## config.mk

```make
export PLATFORM = sky130hd
export DESIGN_NAME = multicycle_ctrl
export DESIGN_NICKNAME = d
export VERILOG_FILES = /design/src/rtl/multicycle_ctrl_pkg.sv /design/src/rtl/multicycle_ctrl_outdec.sv /design/src/rtl/multicycle_ctrl.sv
export SDC_FILE = /design/constraint.sdc
export NUM_CORES = 1
export LEC_CHECK = 0
export ABC_CLOCK_PERIOD_IN_PS = 2100
export BUFFER_PORTS_ARGS = -buffer_cell sky130_fd_sc_hd__buf_4
export CAP_MARGIN = 5
export CORE_MARGIN = 1.5
export CORE_UTILIZATION = 51
export CTS_CLUSTER_SIZE = 25
export DETAILED_ROUTE_END_ITERATION = 10
export PLACE_DENSITY = 0.79
export SETUP_SLACK_MARGIN = 0.02
export SLEW_MARGIN = 20
export SYNTH_ARGS = -nofsm -noshare
export SYNTH_HDL_FRONTEND = slang
export SYNTH_HIERARCHICAL = 1
export SYNTH_SLANG_ARGS = --single-unit
```

## constraint.sdc

```tcl
create_clock -name clk -period 2.1 [get_ports clk]
set_input_delay 0 -clock clk [delete_from_list [all_inputs] [get_ports clk]]
set_output_delay 0 -clock clk [all_outputs]
set_load 0.05 [all_outputs]
```

## src/rtl/multicycle_ctrl_pkg.sv

```systemverilog
// Shared encodings for the multi-cycle MIPS controller: states, opcodes, mux selects.
// No logic latency; constants plus one combinational dispatch helper.
// No handshakes here; backpressure is handled by the FSM in multicycle_ctrl.
package multicycle_ctrl_pkg;

   typedef enum logic [3:0] {
      S_IDLE   = 4'd0,
      S_FETCH  = 4'd1,
      S_DECODE = 4'd2,
      S_MEMADR = 4'd3,
      S_MEMRD  = 4'd4,
      S_MEMWB  = 4'd5,
      S_MEMWR  = 4'd6,
      S_EXEC   = 4'd7,
      S_ALUWB  = 4'd8,
      S_IMMEX  = 4'd9,
      S_IMMWB  = 4'd10,
      S_BRANCH = 4'd11,
      S_JUMP   = 4'd12,
      S_JAL    = 4'd13,
      S_JR     = 4'd14
   } state_t;

   localparam logic [5:0] OP_RTYPE = 6'b000000;
   localparam logic [5:0] OP_LW    = 6'b100011;
   localparam logic [5:0] OP_SW    = 6'b101011;
   localparam logic [5:0] OP_BEQ   = 6'b000100;
   localparam logic [5:0] OP_ADDI  = 6'b001000;
   localparam logic [5:0] OP_ANDI  = 6'b001100;
   localparam logic [5:0] OP_ORI   = 6'b001101;
   localparam logic [5:0] OP_SLTI  = 6'b001010;
   localparam logic [5:0] OP_J     = 6'b000010;
   localparam logic [5:0] OP_JAL   = 6'b000011;
   localparam logic [5:0] FN_JR    = 6'b001000;

   localparam logic [2:0] ALU_ADD   = 3'b000;
   localparam logic [2:0] ALU_SUB   = 3'b001;
   localparam logic [2:0] ALU_FUNCT = 3'b010;
   localparam logic [2:0] ALU_AND   = 3'b011;
   localparam logic [2:0] ALU_OR    = 3'b100;
   localparam logic [2:0] ALU_SLT   = 3'b101;

   localparam logic [1:0] SRCB_RT     = 2'b00;
   localparam logic [1:0] SRCB_FOUR   = 2'b01;
   localparam logic [1:0] SRCB_EXT    = 2'b10;
   localparam logic [1:0] SRCB_EXT_SH = 2'b11;

   localparam logic [1:0] PCSRC_ALU    = 2'b00;
   localparam logic [1:0] PCSRC_ALUOUT = 2'b01;
   localparam logic [1:0] PCSRC_JUMP   = 2'b10;
   localparam logic [1:0] PCSRC_RS     = 2'b11;

   // DECODE dispatch target; S_FETCH doubles as the "illegal opcode" marker
   // since an unknown opcode is dropped and the next fetch starts.
   function automatic state_t decode_dispatch(input logic [5:0] op, input logic [5:0] fn);
      state_t nxt;
      case (op)
         OP_RTYPE:                          nxt = (fn == FN_JR) ? S_JR : S_EXEC;
         OP_LW, OP_SW:                      nxt = S_MEMADR;
         OP_BEQ:                            nxt = S_BRANCH;
         OP_ADDI, OP_ANDI, OP_ORI, OP_SLTI: nxt = S_IMMEX;
         OP_J:                              nxt = S_JUMP;
         OP_JAL:                            nxt = S_JAL;
         default:                           nxt = S_FETCH;
      endcase
      return nxt;
   endfunction

endpackage

```

## src/rtl/multicycle_ctrl_outdec.sv

```systemverilog
// Control-strobe decode of the current controller state (plus opcode/func/mem_ready).
// Purely combinational, zero latency.
// No backpressure of its own; FETCH write strobes follow mem_ready directly.
module multicycle_outdec
   import multicycle_ctrl_pkg::*;
(
   input  state_t      state,
   input  logic [5:0]  op_code,
   input  logic [5:0]  func,
   input  logic        mem_ready,
   output logic        pc_write,
   output logic        pc_write_cond,
   output logic        i_or_d,
   output logic        mem_read,
   output logic        mem_write,
   output logic        ir_write,
   output logic        mem_to_reg,
   output logic        reg_dst,
   output logic        reg_write,
   output logic        jal_sign,
   output logic        alu_src_a,
   output logic [1:0]  alu_src_b,
   output logic [2:0]  alu_op,
   output logic        ext_sign,
   output logic [1:0]  pc_source,
   output logic        illegal_op
);

   logic [2:0] imm_alu_op;
   logic       imm_ext_sign;

   // ALU operation and extension mode for immediate ops, shared by IMMEX and IMMWB
   always_comb begin
      imm_alu_op   = ALU_ADD;
      imm_ext_sign = 1'b1;
      case (op_code)
         OP_ANDI: begin imm_alu_op = ALU_AND; imm_ext_sign = 1'b0; end
         OP_ORI:  begin imm_alu_op = ALU_OR;  imm_ext_sign = 1'b0; end
         OP_SLTI: begin imm_alu_op = ALU_SLT; imm_ext_sign = 1'b1; end
         default: begin imm_alu_op = ALU_ADD; imm_ext_sign = 1'b1; end
      endcase
   end

   // Per-state strobe decode; everything not named in a state stays 0
   always_comb begin
      pc_write      = 1'b0;
      pc_write_cond = 1'b0;
      i_or_d        = 1'b0;
      mem_read      = 1'b0;
      mem_write     = 1'b0;
      ir_write      = 1'b0;
      mem_to_reg    = 1'b0;
      reg_dst       = 1'b0;
      reg_write     = 1'b0;
      jal_sign      = 1'b0;
      alu_src_a     = 1'b0;
      alu_src_b     = SRCB_RT;
      alu_op        = ALU_ADD;
      ext_sign      = 1'b0;
      pc_source     = PCSRC_ALU;
      illegal_op    = 1'b0;
      case (state)
         S_FETCH: begin
            mem_read  = 1'b1;
            alu_src_b = SRCB_FOUR;
            ir_write  = mem_ready;
            pc_write  = mem_ready;
         end
         S_DECODE: begin
            alu_src_b  = SRCB_EXT_SH;
            ext_sign   = 1'b1;
            illegal_op = (decode_dispatch(op_code, func) == S_FETCH);
         end
         S_MEMADR: begin
            alu_src_a = 1'b1;
            alu_src_b = SRCB_EXT;
            ext_sign  = 1'b1;
         end
         S_MEMRD: begin
            mem_read = 1'b1;
            i_or_d   = 1'b1;
         end
         S_MEMWB: begin
            reg_write  = 1'b1;
            mem_to_reg = 1'b1;
         end
         S_MEMWR: begin
            mem_write = 1'b1;
            i_or_d    = 1'b1;
         end
         S_EXEC: begin
            alu_src_a = 1'b1;
            alu_op    = ALU_FUNCT;
         end
         S_ALUWB: begin
            reg_write = 1'b1;
            reg_dst   = 1'b1;
         end
         S_IMMEX: begin
            alu_src_a = 1'b1;
            alu_src_b = SRCB_EXT;
            alu_op    = imm_alu_op;
            ext_sign  = imm_ext_sign;
         end
         S_IMMWB: begin
            reg_write = 1'b1;
            alu_op    = imm_alu_op;
            ext_sign  = imm_ext_sign;
         end
         S_BRANCH: begin
            alu_src_a     = 1'b1;
            alu_op        = ALU_SUB;
            pc_write_cond = 1'b1;
            pc_source     = PCSRC_ALUOUT;
         end
         S_JUMP: begin
            pc_write  = 1'b1;
            pc_source = PCSRC_JUMP;
         end
         S_JAL: begin
            pc_write  = 1'b1;
            pc_source = PCSRC_JUMP;
            reg_write = 1'b1;
            jal_sign  = 1'b1;
         end
         S_JR: begin
            pc_write  = 1'b1;
            pc_source = PCSRC_RS;
         end
         default: ;
      endcase
   end

endmodule

```

## src/rtl/multicycle_ctrl.sv

```systemverilog
// Multi-cycle MIPS control FSM with retired-instruction counter and illegal-opcode flag.
// 3-5 states per instruction (beq/j/jal/jr 3, sw/R/I 4, lw 5) plus memory waits.
// Stalls in FETCH/MEMRD/MEMWR until mem_ready; requests held high for the whole wait.
module multicycle_ctrl
   import multicycle_ctrl_pkg::*;
#(
   parameter int CNT_W = 32
) (
   input  logic             clk,
   input  logic             reset,
   input  logic [5:0]       op_code,
   input  logic [5:0]       func,
   input  logic             zero,
   input  logic             mem_ready,
   output logic             pc_write,
   output logic             pc_write_cond,
   output logic             i_or_d,
   output logic             mem_read,
   output logic             mem_write,
   output logic             ir_write,
   output logic             mem_to_reg,
   output logic             reg_dst,
   output logic             reg_write,
   output logic             jal_sign,
   output logic             alu_src_a,
   output logic [1:0]       alu_src_b,
   output logic [2:0]       alu_op,
   output logic             ext_sign,
   output logic [1:0]       pc_source,
   output logic             illegal_op,
   output logic [3:0]       state,
   output logic [CNT_W-1:0] instr_count
);

   state_t     state_q;
   state_t     state_d;
   logic       retire;
   logic       zero_unused;

   // The zero flag gates the PC inside the datapath via pc_write_cond, not here
   assign zero_unused = zero;
   assign state       = state_q;

   // State register; reset abandons any in-flight instruction
   always_ff @(posedge clk or posedge reset) begin
      if (reset) state_q <= S_IDLE;
      else       state_q <= state_d;
   end

   // Next-state selection and retirement detection
   always_comb begin
      state_d = S_IDLE;
      retire  = 1'b0;
      case (state_q)
         S_IDLE:   state_d = S_FETCH;
         S_FETCH:  state_d = mem_ready ? S_DECODE : S_FETCH;
         S_DECODE: state_d = decode_dispatch(op_code, func);
         S_MEMADR: state_d = (op_code == OP_LW) ? S_MEMRD : S_MEMWR;
         S_MEMRD:  state_d = mem_ready ? S_MEMWB : S_MEMRD;
         S_MEMWR: begin
            state_d = mem_ready ? S_FETCH : S_MEMWR;
            retire  = mem_ready;
         end
         S_EXEC:   state_d = S_ALUWB;
         S_IMMEX:  state_d = S_IMMWB;
         S_MEMWB, S_ALUWB, S_IMMWB, S_BRANCH, S_JUMP, S_JAL, S_JR: begin
            state_d = S_FETCH;
            retire  = 1'b1;
         end
         default:  state_d = S_IDLE;
      endcase
   end

   // Retired-instruction counter, wraps naturally at 2^CNT_W
   always_ff @(posedge clk or posedge reset) begin
      if (reset)       instr_count <= '0;
      else if (retire) instr_count <= instr_count + 1'b1;
   end

   multicycle_outdec u_outdec (
      .state         (state_q),
      .op_code       (op_code),
      .func          (func),
      .mem_ready     (mem_ready),
      .pc_write      (pc_write),
      .pc_write_cond (pc_write_cond),
      .i_or_d        (i_or_d),
      .mem_read      (mem_read),
      .mem_write     (mem_write),
      .ir_write      (ir_write),
      .mem_to_reg    (mem_to_reg),
      .reg_dst       (reg_dst),
      .reg_write     (reg_write),
      .jal_sign      (jal_sign),
      .alu_src_a     (alu_src_a),
      .alu_src_b     (alu_src_b),
      .alu_op        (alu_op),
      .ext_sign      (ext_sign),
      .pc_source     (pc_source),
      .illegal_op    (illegal_op)
   );

endmodule

```

==> results of run 1 <==
cell type report:
class	count	area (um2)	area share, %
inverter	2	7.51	0.254
clock buffer	8	90.1	3.05
tap	50	62.6	2.12
multi-input combinational	180	1300	43.9
timing repair buffer	79	596	20.2
sequential	36	903	30.6
layer usage:
metal / GRT usage (%) / vias up
met5: 0 / -
met4: 4.79 / 0
met3: 5.81 / 8
met2: 34.5 / 54
met1: 30.7 / 986
li1: - / 971
cells in the final DEF, fill, tap and decap left out, types with 2 or more instances in the layout:
cell      count
buf_4        78
dfrtp_1      34
xnor2_1      25
nand2_1      20
nor2_1       16
and3_1       13
a21oi_1      11
nand4_1       9
nand2b_1      8
nand3_1       7
nand3_2       6
clkbuf_8      6
xor2_1        5
o21ai_0       5
nor3_1        4
nor3b_1       4
nor4_1        3
and2_1        3
nand4_4       2
xnor2_2       2
or3b_1        2
inv_1         2
a31oi_1       2
nor2b_1       2
o21ai_1       2
clkbuf_1      2
dfrtp_2       2
and3b_1       2
o22ai_1       2
nor3b_2       2
repair_timing:
action,in CTS,in global routing
setup endpoints to repair,0,1
endpoints found under the hold margin,36,0
resized for setup,0,1
hold buffers,1,0
critical path, stage by stage (launching register included):
cell,delay (ns)
dfrtp_2,0.51
buf_4,0.25
nor2b_2,0.26
o21bai_1,0.15
o32ai_2,0.21
buf_4,0.24
through the flow:
stage | instance area (um2) | hold slack, ns
detailed placement | 2850 | 0.146
CTS | 2950 | 0.0597
global route | 2960 | 0.0807
global placement | 2850 | 0.143
floorplan | 2260 | 0.163
finish | 2960 | 0.0658
power groups by stage:
stage / Combinational (mW) / Clock, mW / Sequential (mW)
2_1_floorplan: 1.01 / 0 / 1.18
3_3_place_gp: 1.73 / 0 / 0.930
3_5_place_dp: 1.74 / 0 / 0.933
4_1_cts: 1.75 / 0.518 / 0.925
5_1_grt: 1.85 / 0.557 / 0.945
6_report: 1.75 / 0.508 / 0.928
registers in the layout, indices dropped and copies added (netlist names):
name and flops:
instr_count 32, state 4
kinds of logic (layout without fill, tap and decap cells):
| group | after synthesis | after routing | synth area share, % |
|---|---|---|---|
| simple gates | 113 | 113 | 32.2 |
| flops | 36 | 36 | 40.3 |
| compound gates | 33 | 33 | 10.4 |
| xor+xnor | 32 | 32 | 13.2 |
| buf+inv | 12 | 89 | 2.85 |
| fa+ha+maj | 1 | 1 | 0.560 |
| mux | 1 | 1 | 0.504 |
final timing paths:
check | end | depth (start not counted)
setup / recovery | alu_op[1] | 5
hold / removal | state[2] | 4
setup reg to reg | instr_count[27] | 6
hold reg to reg | instr_count[9] | 1
max in group asynchronous | state[1] | 4
min in group asynchronous | instr_count[16] | 4
==> Flow_metrics.wiki, run 1 <==
{| class="wikitable"
! Metric !! Value
|-
| WP data arrival || 1.92 ns
|-
| Total count of max-transition violations in the final report || 0
|-
| Power per standard cell area || 1080 mW/mm2
|-
| Internal cell power || 1.63 mW
|-
| Number of design-rule violations left by the first detailed-router iteration || 96
|-
| Nature of the critical path endpoint || output port
|-
| Routed length on met1 || 2320 um
|-
| Antenna violations before repair || 0
|-
| Slew @ Worst Pin || 0.448 ns
|-
| Flip-flop and latch count after synthesis || 36
|-
| H-tree lvl count || 2
|-
| Minimum clock period || 1.92 ns
|-
| Sw Ratio || 48.8%
|-
| Average instance area after synthesis || 9.81 um2
|-
| Unrepaired setup endpoints after global routing || no
|-
| Width of the die || 69.2 um
|-
| CTS tree || yes
|-
| Max-slew headroom at the worst pin || 70.1%
|-
| Number of placement rows || 23
|-
| Setup Skew || about 0.0048 ns
|-
| Count of flip-flops with a built-in enable after synthesis || 0
|-
| I/O pins || 72
|-
| Avg Vias per Cell || 5.69
|-
| Via count of the first global-routing pass || approximately 1800
|-
| Cell with the most instances after synthesis || dfrtp_1
|-
| Wire length on met3 || ~240 um
|-
| Highest clock frequency the design can meet || 0.522 GHz
|-
| List of most frequent post-synthesis cells || dfrtp_1, xnor2_1, nand2_1
|-
| Final core area utilization || 71.8%
|-
| Detailed-route via count || 2019
|-
| Min-Delay Startpoint || mem_ready
|-
| Clk network pwr share || approximately 16%
|-
| Die outline height || between 60 and 70 um
|-
| Status || finished clean
|-
| Sink count of the clock tree || 36
|-
| Mapped cell area || 0.00224 mm2
|-
| Cell total after placement || 346
|-
| Antenna violation net count after detailed routing || 0
|-
| Final setup violating endpoints || 0
|-
| Ys Warns || 6
|-
| Post-synth ARST share || 100%
|-
| Total power || about 3.2 mW
|-
| Worst setup startpoint || state[0]
|-
| Total routing resource utilization after global routing || 22.0%
|-
| Combinational cell fraction of total power || a little over half
|-
| Post-layout nets || 321
|-
| Total DRC errors in the routed layout || 0
|-
| Final routed wirelength across all metal layers || 5180 um
|-
| Wire length on met2 || between 2000 and 3000 um
|-
| Die Area || 0.00479 mm2
|-
| Maximum number of buffers from clock root to sink || 2
|-
| Setup slack of the most critical reg-to-reg path || 0.27 ns
|-
| Uppermost layer routed || met4
|-
| Required arrival time at the worst endpoint || 2.10 ns
|-
| CTS Root Buffer Type || clkbuf_8
|-
| Final hold vios || 0
|-
| Total overflow reported by the global router || 0
|-
| Largest net degree at the start of global routing || 37
|-
| Peak supply drop || 0.965 mV
|-
| Synth unique cells || 50
|-
| Synthesized instance count || 228
|-
| Leakage power || 1.42 nW
|-
| GPL Wtd Cong || 0.826
|-
| Post-CTS Setup Inserts || 0
|-
| Average wire length per cell after detail routing || 14.6 um
|-
| Fraction of synthesized cell area taken by the top area cell type || roughly two fifths
|-
| HPWL after detailed placement || 3780 um
|-
| Max-cap viol count || 0
|-
| Clock latency of the later-clocked register in the worst-skew pair || roughly 0.29 ns
|-
| Fraction of layout cells with a size suffix above 1 || between 30% and 40%
|-
| Post-CTS clock slew at the launch and capture registers of the worst setup and hold paths || 0.07 ns
|-
| Worst hold path class || input port to flip-flop
|-
| Worst setup timing slack at the placement stage || 0.265 ns
|-
| # fillers || around 330
|-
| Count of buffers inserted at the top-level ports || 70
|-
| Core area || 0.00412 mm2
|-
| Largest cells by area after synthesis || dfrtp_1, xnor2_1, and3_1
|-
| Global-route wire length before repair || 8700 um
|-
| Fin cells || 355
|-
| Number of antenna diodes || 0
|-
| Register share of total power || ~29%
|-
| Total clock buffers created by CTS || 5
|-
| Reg2Reg Launch Point || state[0]
|-
| Startpoint type of the worst setup path || flip-flop
|-
| Starting density of the core || 54.3%
|-
| Setup total negative slack || 0 ns
|-
| Net switching power || 1.55 mW
|-
| Biggest fanout along the worst timing path || 15
|-
| PnR worst setup slack || approximately 0.18 ns
|-
| Tcrit/Tclk final || 91.2%
|-
| Class of the most critical setup path || flip-flop to output port
|-
| Flip-flop cell with the highest count after synthesis || dfrtp_1
|-
| Sequential cell area fraction in the yosys report || 40.3%
|-
| Post-Synthesis Net Count || 245
|-
| Top cell type by total area after synthesis || dfrtp_1
|-
| Detailed-routing iteration count for the pre-antenna-repair pass || 4
|-
| Area growth from synthesis to final layout || 32.2%
|}
No activity file was read; power rests on OpenSTA's default activity.
==> run 2, diff against run 1 <==
--- a/config.mk
+++ b/config.mk
@@ -6,13 +6,14 @@
 export NUM_CORES = 1
 export LEC_CHECK = 0
 export ABC_CLOCK_PERIOD_IN_PS = 2100
-export BUFFER_PORTS_ARGS = -buffer_cell sky130_fd_sc_hd__buf_4
 export CAP_MARGIN = 5
+export CORE_ASPECT_RATIO = 0.6
 export CORE_MARGIN = 1.5
-export CORE_UTILIZATION = 51
+export CORE_UTILIZATION = 55
 export CTS_CLUSTER_SIZE = 25
 export DETAILED_ROUTE_END_ITERATION = 10
-export PLACE_DENSITY = 0.79
+export DONT_BUFFER_PORTS = 1
+export PLACE_DENSITY = 0.69
 export SETUP_SLACK_MARGIN = 0.02
 export SLEW_MARGIN = 20
 export SYNTH_ARGS = -nofsm -noshare
==> run 2 against run 1 <==
The run now ends with design-rule violations left. Worst setup slack worse by 0.075 ns. Sequential power is 7.5% lower. First-iteration DRC count is 32% higher. Utilization is 4.9 points higher. Combinational power hardly changed. Die area is 6.7% lower. Critical path type unchanged. Critical endpoint unchanged. Largest power group unchanged.
==> Flow_metrics.wiki, run 2 (synthesis gave the netlist of run 1 again) <==
{| class="wikitable"
! Metric !! Value
|-
| Post-CTS clock slew at the launch and capture registers of the worst setup and hold paths || 0.07 ns
|-
| Fraction of layout cells with a size suffix above 1 || 31.3%
|-
| Tcrit/Tclk final || between 90% and 100%
|-
| HPWL after detailed placement || roughly 4200 um
|-
| Hold Slack || about 0.033 ns
|-
| Die outline height || 52.4 um
|-
| Via count of the first global-routing pass || 1945
|-
| End point of the most critical hold path || state[1]
|-
| Post-layout nets || 307
|-
| Met1 usage in global routing || 39.4%
|-
| Die Area || 0.00447 mm2
|-
| Width of the die || ~85 um
|-
| Core area || 0.00379 mm2
|-
| Fin cells || 338
|-
| Reg2Reg Launch Point || state[1]
|-
| Final setup violating endpoints || 0
|-
| Minimum clock period || 1.99 ns
|-
| Post-DP Area || 0.00268 mm2
|-
| Cell depth of the worst hold path || 2
|-
| Count of buffers inserted at the top-level ports || 0
|-
| Total count of max-transition violations in the final report || 0
|-
| Startpoint type of the worst setup path || flip-flop
|-
| CTS Root Buffer Type || clkbuf_8
|-
| Final core area utilization || 76.7%
|-
| Leakage power || 1.37 nW
|-
| Setup total negative slack || 0 ns
|-
| Post-CTS Setup Inserts || 0
|-
| Setup Skew || 0.00655 ns
|-
| Total routing resource utilization after global routing || 28.5%
|-
| CTS tree || yes
|-
| Min-Delay Startpoint || op_code[2]
|-
| FF-to-FF End || state[3]
|-
| Average wire length per cell after detail routing || roughly 17 um
|-
| Met2 Use GR || 44.6%
|-
| Nature of the critical path endpoint || output port
|-
| Required arrival time at the worst endpoint || 2.10 ns
|-
| PnR worst setup slack || between 0.1 and 0.15 ns
|-
| Most common library cell in the layout ignoring fill and taps || buf_4
|-
| Max reg flops || 32
|-
| Slew @ Worst Pin || a little under 0.6 ns
|-
| Final hold vios || 0
|-
| Global route hottest layer || met2
|-
| Number of antenna diodes || 0
|-
| I/O pins || 72
|-
| Met3 demand-to-capacity share in global routing || under 10%
|-
| WP data arrival || 1.99 ns
|-
| Clock latency of the later-clocked register in the worst-skew pair || 0.28 ns
|-
| Antenna violations before repair || 0
|-
| Total clock buffers created by CTS || 5
|-
| Setup slack of the most critical reg-to-reg path || 0.17 ns
|-
| Failing checks || design-rule violations
|-
| Power per standard cell area || approximately 1100 mW/mm2
|-
| Status || complete, but fails checks
|-
| Sink count of the clock tree || 36
|-
| Total DRC errors in the routed layout || 3
|-
| Avg Vias per Cell || 5.90
|-
| Detailed-routing iteration count for the pre-antenna-repair pass || 7
|-
| Starting density of the core || about three fifths
|-
| Worst hold path class || input port to flip-flop
|-
| Class of the most critical setup path || flip-flop to output port
|-
| Register containing the most flip-flops in the final layout || instr_count
|-
| Global-route wire length before repair || 9690 um
|-
| Final design area excluding fillers || just under 0.003 mm2
|-
| Unrepaired setup endpoints after global routing || no
|-
| Final routed wirelength across all metal layers || about 5800 um
|-
| Biggest fanout along the worst timing path || 25
|-
| Total overflow reported by the global router || 0
|-
| Maximum number of buffers from clock root to sink || 2
|-
| Number of design-rule violations left by the first detailed-router iteration || ~130
|-
| Max-cap viol count || 0
|-
| Worst setup timing slack at the placement stage || 0.270 ns
|-
| Detailed-route via count || between 1500 and 2000
|-
| Antenna violation net count after detailed routing || 0
|-
| Largest net degree at the start of global routing || 26
|-
| Highest clock frequency the design can meet || 0.502 GHz
|-
| Max-slew headroom at the worst pin || 60.4%
|-
| Most frequent cells in the layout || buf_4, dfrtp_1, xnor2_1
|-
| Total power || 3.28 mW
|-
| H-tree lvl count || 2
|-
| GPL Wtd Cong || 0.818
|-
| Peak supply drop || 0.644 mV
|-
| Number of placement rows || 17
|-
| Cell total after placement || 321
|-
| Worst R2R Path Depth || 5
|-
| Area growth from synthesis to final layout || 29.9%
|}
[run 2: cell count changes in the layout (fill, tap and decap cells not counted)]
| cell | change |
|---|---|
| bufinv_16 | +1 |
| o311a_2 | +1 |
| buf_4 | -22 |
| o311a_1 | -1 |
| clkbuf_8 | +1 |
| dlygate4sd3_1 | +8 |
| clkbuf_1 | -2 |
[run 2: worst max-delay path, stage by stage, from the launching register on]
cell,delay (ns)
dfrtp_2,0.41
buf_4,0.37
nor2b_2,0.33
o21bai_1,0.16
o32ai_2,0.21
buf_4,0.23
[run 2: worst max-delay path by stage]
stage | start | endpoint | slack, ns | depth (start not counted)
after global placement | state[2] | instr_count[31] | 0.32 | 7
after floorplan | state[3] | pc_write | 0.01 | 4
after CTS | state[0] | alu_op[1] | 0.04 | 5
after global routing | state[0] | alu_op[1] | 0.02 | 5
final | state[0] | alu_op[1] | 0.11 | 5
after detailed placement | state[2] | instr_count[31] | 0.27 | 7
[run 2: area by class of cell]
type	instances	area [um2]
fillers	287	882
clock buffers	7	96.3
repair buffers	65	510
inverters	2	7.51
multi-input cells	180	1300
well taps	47	58.8
flip-flops and latches	36	903
clock inverters	1	30.0
[run 2: what timing repair did]
item                                   CTS  global route
endpoints found under the hold margin   17             0
setup endpoints to repair                0             2
gates resized for setup                  0             2
hold buffers                             9             0
[run 2: layer usage]
layer / vias to the layer above / part of all wire [%]
met5: - / 0
met4: 0 / 0.85
met3: 6 / 8.2
met2: 89 / 44
met1: 958 / 47
li1: 941 / -
[run 2: where the power goes]
| part | switching, mW | internal (mW) | total, mW | leakage [nW] |
|---|---|---|---|---|
| clock network | 0.243 | 0.419 | 0.662 | 0.0645 |
| logic | 1.24 | 0.520 | 1.76 | 0.817 |
| registers | 0.0784 | 0.779 | 0.858 | 0.485 |
==> run 3, diff against run 2 <==
--- a/config.mk
+++ b/config.mk
@@ -9,11 +9,12 @@
 export CAP_MARGIN = 5
 export CORE_ASPECT_RATIO = 0.6
 export CORE_MARGIN = 1.5
-export CORE_UTILIZATION = 55
+export CORE_UTILIZATION = 30
 export CTS_CLUSTER_SIZE = 25
 export DETAILED_ROUTE_END_ITERATION = 10
 export DONT_BUFFER_PORTS = 1
-export PLACE_DENSITY = 0.69
+export MAX_ROUTING_LAYER = met4
+export PLACE_DENSITY = 0.43
 export SETUP_SLACK_MARGIN = 0.02
 export SLEW_MARGIN = 20
 export SYNTH_ARGS = -nofsm -noshare
==> run 3 against run 2 <==
The run ends with negative hold slack left. Via count is 4.8% lower. Total power is 3.8% higher. Design area is 4.4% higher. Sequential share of layout area is 1.3 points lower. Utilization is 35 points lower.
==> Flow_metrics.wiki, run 3 (synthesis gave the netlist of run 1 again) <==
{| class="wikitable"
! Metric !! Value
|-
| CTS tree || yes
|-
| Hold Slack || -0.00346 ns
|-
| Worst setup timing slack at the placement stage || approximately 0.26 ns
|-
| Post-layout nets || 311
|-
| Count of buffers inserted at the top-level ports || 0
|-
| I/O pins || between 70 and 80
|-
| Highest clock frequency the design can meet || between 0.5 and 0.6 GHz
|-
| Startpoint type of the worst setup path || flip-flop
|-
| Internal cell power || 1.82 mW
|-
| Number of design-rule violations left by the first detailed-router iteration || between 80 and 90
|-
| Status || complete, but fails checks
|-
| Capture point of the worst path || alu_op[1]
|-
| Setup slack of the most critical reg-to-reg path || 0.27 ns
|-
| Die Area || approximately 0.0080 mm2
|-
| Global route hottest layer || met1
|-
| Maximum number of buffers from clock root to sink || 2
|-
| Setup Skew || 0.00312 ns
|-
| Combinational cell fraction of total power || 52.2%
|-
| Total DRC errors in the routed layout || 0
|-
| Reg2Reg Launch Point || state[2]
|-
| Avg Vias per Cell || about 4.8
|-
| Min-Delay Startpoint || func[4]
|-
| Detailed-routing iteration count for the pre-antenna-repair pass || 4
|-
| Largest net degree at the start of global routing || 37
|-
| Width of the die || between 100 and 150 um
|-
| Clk network pwr share || 22.4%
|-
| Crit path max-delay cell type || dfrtp_1
|-
| Sink count of the clock tree || 36
|-
| Cell Chain, Critical Path || buf_4 > nand2b_1 > o21bai_1 > o32ai_2 > buf_4
|-
| Setup total negative slack || 0 ns
|-
| Class of the most critical setup path || flip-flop to output port
|-
| Leakage power || 1.40 nW
|-
| WP data arrival || 1.92 ns
|-
| Nature of the critical path endpoint || output port
|-
| Number of antenna diodes || 0
|-
| Power per standard cell area || 1120 mW/mm2
|-
| Worst setup startpoint || state[2]
|-
| PnR worst setup slack || 0.181 ns
|-
| Worst hold path class || input port to flip-flop
|-
| Final setup violating endpoints || 0
|-
| Worst R2R Path Depth || 7
|-
| Failing checks || negative hold slack
|-
| # fillers || 708
|-
| Peak supply drop || approximately 0.35 mV
|-
| Total clock buffers created by CTS || 5
|-
| Final routed wirelength across all metal layers || 5760 um
|-
| Max-slew headroom at the worst pin || 62.6%
|-
| Most common library cell in the layout ignoring fill and taps || buf_4
|-
| Required arrival time at the worst endpoint || 2.10 ns
|-
| Tcrit/Tclk final || between 90% and 100%
|-
| Slew @ Worst Pin || 0.561 ns
|-
| Final hold vios || 1
|-
| GPL Wtd Cong || 0.765
|-
| H-tree lvl count || 2
|-
| Met1 usage in global routing || 25.1%
|-
| Total overflow reported by the global router || 0
|-
| Antenna violations before repair || 0
|-
| Unrepaired setup endpoints after global routing || no
|-
| Via count of the first global-routing pass || 1807
|-
| Average wire length per cell after detail routing || ~14 um
|-
| Antenna violation net count after detailed routing || 0
|-
| Total count of max-transition violations in the final report || 0
|-
| Met2 Use GR || 19.2%
|-
| Global-route wire length before repair || 9580 um
|-
| Die outline height || approximately 70 um
|-
| Clock latency of the later-clocked register in the worst-skew pair || about 0.28 ns
|-
| Core area || 0.00724 mm2
|-
| Register share of total power || 25.4%
|-
| Gates resized, CTS repair || 0
|-
| Register containing the most flip-flops in the final layout || instr_count
|-
| Net switching power || 1.58 mW
|-
| Area growth from synthesis to final layout || 35.5%
|-
| Sw Ratio || 46.5%
|-
| Detailed-route via count || 1898
|-
| Total routing resource utilization after global routing || 15.8%
|-
| CP max stage delay || 0.42 ns
|-
| Max reg flops || 32
|-
| Met3 demand-to-capacity share in global routing || 4.69%
|-
| Starting density of the core || 30.9%
|-
| Number of placement rows || 24
|-
| Worst path most repeated cell || buf_4
|-
| FF-to-FF End || instr_count[31]
|-
| HPWL after detailed placement || 4230 um
|-
| Fraction of layout cells with a size suffix above 1 || 31.0%
|-
| Biggest fanout along the worst timing path || 14
|-
| CTS Root Buffer Type || clkbuf_16
|-
| Max-cap viol count || 0
|-
| Post-CTS clock slew at the launch and capture registers of the worst setup and hold paths || 0.05 ns
|-
| Minimum clock period || approximately 1.9 ns
|-
| Most frequent cells in the layout || buf_4, dfrtp_1, xnor2_1
|}
run 3: critical path: cells and delay by family, from the launching register on:
family	cells	cell delay (ns)
buffers and inverters	2	0.48
AO/OA/AOI/OAI	2	0.47
flip-flops	1	0.42
AND/OR/NAND/NOR	1	0.27
run 3: how the worst min path moves through the flow:
stage | end | slack (ns) | cells past startpoint
2_1_floorplan | state[3] | 0.16 | 2
3_3_place_gp | instr_count[24] | 0.04 | 2
3_5_place_dp | state[3] | 0.04 | 2
4_1_cts | state[0] | 0.004 | 2
5_1_grt | state[0] | 0.04 | 2
6_report | state[0] | -0.003 | 2
run 3: area by class of cell:
| class | instances | area (um2) | share of cell area, % |
|---|---|---|---|
| Timing Repair Buffer | 69 | 543 | 17.9 |
| Sequential cell | 36 | 903 | 29.8 |
| Tap cell | 104 | 130 | 4.29 |
| Multi-Input combinational cell | 180 | 1290 | 42.7 |
| Clock buffer | 7 | 153 | 5.04 |
| Inverter | 2 | 7.51 | 0.248 |
run 3: what timing repair did:
item	in CTS	in global routing
hold buffers	10	0
endpoints found under the hold margin	39	0
setup buffers	0	0
run 3: power by group through the flow:
stage | Clock [mW] | Sequential (mW) | Combinational (mW)
floorplan | 0 | 1.18 | 1.01
global placement | 0 | 0.875 | 1.77
global route | 0.826 | 0.880 | 1.90
finish | 0.764 | 0.866 | 1.78
CTS | 0.791 | 0.867 | 1.79
detailed placement | 0 | 0.879 | 1.77
run 3: metrics by stage:
step | cell area (um2) | hold WS, ns | power [mW] | utilization, % | instances
2_1_floorplan | 2260 | 0.163 | 2.19 | - | 228
3_3_place_gp | 2780 | 0.0409 | 2.64 | 38.4 | 381
3_5_place_dp | 2780 | 0.0400 | 2.65 | 38.4 | 381
4_1_cts | 3030 | 0.00367 | 3.45 | 41.9 | 398
5_1_grt | 3030 | 0.0435 | 3.60 | 41.9 | 398
6_report | 3030 | -0.00346 | 3.41 | 41.9 | 398
run 3: per-layer routing:
layer  vias to the layer above  wire (um)
met5                         -          0
met4                         0         29
met3                         4        334
met2                        46       2190
met1                       891       3210
li1                        957          -
